$ cat src/rtl/pc_gen_pkg.sv
// Shared definitions for the NPC front-end program-counter generator.
// Holds the state encoding of pc_gen and the default reset vector.
package pc_gen_pkg;

  // Fetch-PC generator states.
  typedef enum logic [1:0] {
    PcgBoot = 2'd0,
    PcgRun  = 2'd1,
    PcgHalt = 2'd2
  } pcg_state_e;

  // Default PC presented after reset.
  localparam logic [31:0] PcgResetVec = 32'h8000_0000;

endpackage

$ cat src/rtl/pc_gen.sv
// Program-counter generator for the NPC front end.
// Holds the fetch PC and offers it to fetch over a valid/ready handshake.
// The PC advances by INST_BYTES on each accepted PC. Redirects are prioritised, with trap
// first and branch second. Each redirect bumps an epoch tag so downstream can drop stale
// fetches. The block supports halt/resume and flags misaligned PCs.
// All outputs are registered; no input reaches an output combinationally.
//
// Ports:
//   clk           clock, posedge
//   rst           synchronous active-high reset
//   pc_valid_o    pc_o/epoch_o/misalign_o valid to fetch
//   pc_ready_i    fetch accepts the PC this cycle
//   pc_o          current fetch PC
//   epoch_o       epoch tag of pc_o
//   misalign_o    pc_o not a multiple of INST_BYTES
//   br_valid_i    branch/jump redirect request
//   br_target_i   branch target
//   trap_valid_i  trap/mret redirect request (wins over branch)
//   trap_target_i trap vector / return address
//   halt_i        level halt request
module pc_gen
  import pc_gen_pkg::*;
#(
  parameter int unsigned     XLEN       = 32,
  parameter logic [XLEN-1:0] RESET_VEC  = XLEN'(PcgResetVec),
  parameter int unsigned     INST_BYTES = 4,
  parameter int unsigned     EPOCH_W    = 2
) (
  input  logic               clk,
  input  logic               rst,
  output logic               pc_valid_o,
  input  logic               pc_ready_i,
  output logic [XLEN-1:0]    pc_o,
  output logic [EPOCH_W-1:0] epoch_o,
  output logic               misalign_o,
  input  logic               br_valid_i,
  input  logic [XLEN-1:0]    br_target_i,
  input  logic               trap_valid_i,
  input  logic [XLEN-1:0]    trap_target_i,
  input  logic               halt_i
);

  localparam logic [XLEN-1:0] AlignMask = XLEN'(INST_BYTES - 1);
  localparam logic [XLEN-1:0] PcIncr    = XLEN'(INST_BYTES);

  pcg_state_e         state_q, state_d;
  logic [XLEN-1:0]    pc_q, pc_d;
  logic [EPOCH_W-1:0] epoch_q, epoch_d;
  logic               misalign_q, misalign_d;
  logic               fire;

  assign pc_valid_o = (state_q == PcgRun);
  assign fire       = pc_valid_o & pc_ready_i;

  // State: BOOT lasts one cycle after reset. Redirects never change the state.
  always_comb begin
    state_d = state_q;
    unique case (state_q)
      PcgBoot: state_d = halt_i ? PcgHalt : PcgRun;
      PcgRun:  state_d = halt_i ? PcgHalt : PcgRun;
      PcgHalt: state_d = halt_i ? PcgHalt : PcgRun;
      default: state_d = PcgBoot;
    endcase
  end

  // Next-PC priority chain: trap > branch > sequential fire > hold.
  // A redirect beats a same-cycle fire. The fired PC keeps the old epoch and is dropped
  // downstream.
  always_comb begin
    pc_d    = pc_q;
    epoch_d = epoch_q;
    if (trap_valid_i) begin
      pc_d    = trap_target_i;
      epoch_d = epoch_q + EPOCH_W'(1);
    end else if (br_valid_i) begin
      pc_d    = br_target_i;
      epoch_d = epoch_q + EPOCH_W'(1);
    end else if (fire) begin
      pc_d = pc_q + PcIncr;
    end
    // A sequential increment preserves alignment, so one expression covers every case.
    misalign_d = |(pc_d & AlignMask);
  end

  always_ff @(posedge clk) begin
    if (rst) begin
      state_q    <= PcgBoot;
      pc_q       <= RESET_VEC;
      epoch_q    <= '0;
      misalign_q <= 1'b0;
    end else begin
      state_q    <= state_d;
      pc_q       <= pc_d;
      epoch_q    <= epoch_d;
      misalign_q <= misalign_d;
    end
  end

  assign pc_o       = pc_q;
  assign epoch_o    = epoch_q;
  assign misalign_o = misalign_q;

endmodule

$ cat config.mk
export PLATFORM = sky130hd
export DESIGN_NAME = pc_gen
export DESIGN_NICKNAME = d
export VERILOG_FILES = /design/src/rtl/pc_gen_pkg.sv /design/src/rtl/pc_gen.sv
export SDC_FILE = /design/constraint.sdc
export NUM_CORES = 1
export LEC_CHECK = 0
export BUFFER_PORTS_ARGS = -buffer_cell sky130_fd_sc_hd__buf_2
export CAP_MARGIN = 20
export CORE_ASPECT_RATIO = 1.25
export CORE_MARGIN = 2
export CORE_UTILIZATION = 44
export CTS_CLUSTER_DIAMETER = 30
export DETAILED_ROUTE_END_ITERATION = 12
export PLACE_DENSITY = 0.74
export RECOVER_POWER = 25
export SLEW_MARGIN = 40
export SYNTH_ARGS = -nofsm -noshare
export SYNTH_HDL_FRONTEND = slang
export SYNTH_SLANG_ARGS = --single-unit
export TNS_END_PERCENT = 1
$ cat constraint.sdc
create_clock -name clk -period 2.1 [get_ports clk]
set_clock_uncertainty 0.2 [all_clocks]
set_input_delay 0.21 -clock clk [delete_from_list [all_inputs] [get_ports clk]]
set_output_delay 0.21 -clock clk [all_outputs]
set_load 0.01 [all_outputs]
==> results.yml <==
run_status:
  status: "finished, violations left"
  violations: "negative setup slack"
synthesis:
  async_flop_share_pct: 0
  synth_top_cell_by_area: "dfxtp_1"
  synth-seq-cells: 37
  synth_area_leaders: "dfxtp_1, a21oi_1, nand2_1, o21ai_0, xnor2_1"
  syn_nets: 390
  ys.flop_type: "dfxtp_1"
  syn_inst: 319
  synth_edf_count: 0
  synth_common_cells: "dfxtp_1, nand2_1, a21oi_1"
  ys_types: 64
  ys_warn_count: 0
  avgSynthCellArea_um2: 7.94
  synth.most_common_cell: "dfxtp_1"
  synth_seq_area_share_pct: 29.2
  synth_area_um2: 2530
  synth_top_area_share_pct: 29.2
power:
  total_power_w: 0.00178
  switching_share_pct: 31.1
  peakVddDrop_mv: 0.351
  seqPwrFrac_pct: 45.3
  p_sw_w: 0.000555
  clkPwrFrac_pct: 27.3
  p_per_area_nw_per_um2: 504
  p_leak_nw: 1.53
  p_int_w: 0.00123
  power_frac_comb_pct: 27.5
detailed_routing:
  postRouteAntennaNets: 0
  top_layer_used: "met4"
  dr_wl_met3_um: 529
  met2RoutedLength_mm: 4.16
  route.detailed.drc: 0
  drtIter0Drc: 181
  met1_length_mm: 3.49
  num_vias: 3070
  drt-total-wl_mm: 8.35
  wl_per_cell_um: 15.9
  dr.pass1.iters: 5
  vias_per_cell: 5.86
clock_network:
  htree_levels: 2
  clk_latency_ns: 0.29
  numCtsBuffers: 5
  cts_tree: "done"
  clock-sinks: 37
  clkTransAtPathRegs_ns: 0.07
  root_buffer: "clkbuf_8"
  clk_path_buf_depth: 2
timing:
  fin_ws_ns: -0.0790
  fmax_mhz: 459
  timing.final.crit_period_ns: 2.18
  hold_viol: 0
  rsz0062_at_grt: "yes"
  worst_slew_margin_rel_pct: 60.5
  tightest_slew_ns: 0.592
  maxSlewViolCount: 0
  tns_ns: -0.313
  setup_viol: 6
  period_share_pct: 104
place:
  dp_cells: 510
  dpl.hpwl_mm: 6.24
  dp_slack_ns: -0.0870
  io_buffers: 105
  gp_congestion: 0.890
die:
  rows: 30
  dieArea_um2: 6380
  start_util_pct: 46.2
  pin_count: 106
  core_um2: 5480
  fp.dieH_um: 88.8
  die_w_um: 71.9
worst_setup_path:
  r2r_slack_ns: -0.08
  worstPathCellList: "ha_4 -> nand3_4 -> or4_4 -> or4_4 -> a21oi_2 -> o21a_1"
  required_ns: 2.14
  cp.arrival_ns: 2.22
  slowest_delay_ns: 0.61
  r2r-end: "pc_o[22]$_SDFFE_PP0P_"
  crit_type: "flop to flop"
  end_kind: "flop"
  regToRegStartpoint: "pc_o[3]$_SDFFE_PP0P_"
  r2r_cells: 6
  cp-start-kind: "flop"
  critPathBufInv: 0
  crit_fanout: 7
  critPathSlowestCell: "or4_4"
  critical-path-top-delay-family: "simple AND/OR/NAND/NOR gates"
  crit_top_cell: "or4_4"
hold_path:
  whs_path_depth: 3
  hp-class: "input port to flop"
  hp-start: "br_target_i[17]"
  hold_path_end: "pc_o[17]$_SDFFE_PP0P_"
final_layout:
  final_nets: 530
  layoutNonFillerInstCount: 524
  drive_gt1_share_pct: 37.8
  area_growth_pct: 39.7
  antennaDiodeCount: 0
  post-route-util_pct: 64.6
global_routing:
  grt_pass1_vias: 2908
  antenna_found_initial: 0
  grt_max_degree: 23
  globalRoute.totalOverflow: 0
  grt_pass1_wl_mm: 13.1
  grt_usage_pct: 25.7
run:
  cap_violations: 0
==> cell families after synthesis <==
| group | Yosys count | share of synthesized area [%] |
|---|---|---|
| xor+xnor | 13 | 4.50 |
| simple gates | 121 | 26.7 |
| buf+inv | 32 | 6.67 |
| compound gates | 105 | 28.3 |
| flops | 37 | 29.2 |
| mux | 10 | 4.05 |
| fa+ha+maj | 1 | 0.494 |
==> timing repair <==
| action | CTS | global route |
|---|---|---|
| setup buffers | 0 | 1 |
| pin swaps | 5 | 8 |
| hold buffers | 5 | 0 |
| gates resized for setup | 2 | 13 |
| setup endpoints to repair | 8 | 15 |
| hold endpoints to repair | 6 | 0 |
==> cell type report <==
type	count	area [um^2]
fill	503	1940
tap	64	80.1
multi-input combinational	250	1680
inverter	10	37.5
clock buffer	8	80.1
sequential	37	751
timing repair buffer	155	910
==> stage by stage <==
step,instance area [um^2],hold slack (ns)
6_report,3540,0.000575
5_1_grt,3540,0.0307
4_1_cts,3500,0.00175
3_5_place_dp,3360,0.188
3_3_place_gp,3360,0.181
2_1_floorplan,2560,0.0816
==> cells in the final DEF (no fill, tap or decap), types with 4 or more instances in the layout <==
| master | count |
|---|---|
| buf_4 | 41 |
| inv_1 | 10 |
| xnor2_1 | 10 |
| and3_1 | 4 |
| o21ai_0 | 16 |
| nand2_1 | 33 |
| o31ai_1 | 6 |
| dfxtp_1 | 33 |
| nand4_1 | 5 |
| clkbuf_8 | 5 |
| nor3_1 | 8 |
| nand3_1 | 9 |
| nor2b_1 | 4 |
| buf_2 | 96 |
| a311oi_1 | 4 |
| clkbuf_1 | 13 |
| a22oi_1 | 7 |
| mux2i_1 | 8 |
| dlygate4sd3_1 | 5 |
| nor2_1 | 23 |
| a211oi_1 | 8 |
| a21oi_1 | 27 |
| nor4_1 | 4 |
==> worst max path at each step <==
stage / from / to / slack (ns) / cells after the start
after floorplan: pc_o[3]$_SDFFE_PP0P_ / pc_o[26]$_SDFFE_PP0P_ / -0.11 / 7
after global placement: pc_o[3]$_SDFFE_PP0P_ / pc_o[24]$_SDFFE_PP0P_ / -0.06 / 6
after detailed placement: pc_o[3]$_SDFFE_PP0P_ / pc_o[24]$_SDFFE_PP0P_ / -0.09 / 6
after CTS: pc_o[3]$_SDFFE_PP0P_ / pc_o[14]$_SDFFE_PP0P_ / -0.08 / 6
after global routing: pc_o[3]$_SDFFE_PP0P_ / pc_o[22]$_SDFFE_PP0P_ / -0.14 / 6
final: pc_o[3]$_SDFFE_PP0P_ / pc_o[22]$_SDFFE_PP0P_ / -0.08 / 6
==> power groups by stage <==
| stage | logic, W | clock network, W | registers, W |
|---|---|---|---|
| 6_report | 0.000490 | 0.000486 | 0.000808 |
| 5_1_grt | 0.000538 | 0.000520 | 0.000815 |
| 4_1_cts | 0.000490 | 0.000501 | 0.000805 |
| 3_5_place_dp | 0.000481 | 0 | 0.000820 |
| 3_3_place_gp | 0.000470 | 0 | 0.000818 |
| 2_1_floorplan | 0.000228 | 0 | 0.000851 |
==> per-layer routing <==
metal	global-route usage, %	up-vias
met4	9.61	0
met2	44.9	122
li1	-	1489
met3	4.44	16
met5	0	-
met1	31.7	1443
==> flip-flops by register name, indices dropped and copies added (netlist names) <==
| register | flops |
|---|---|
| misalign_o | 1 |
| epoch_o | 2 |
| state_q | 2 |
| pc_o | 32 |
==> worst reg2reg max path, delay by kind of cell, from the launching register on <==
family          cells  cell delay, ns
simple gates        3            1.19
fa+ha+maj           1            0.14
flops               1            0.36
compound gates      2            0.24
Power figures use the tool's default switching activity.
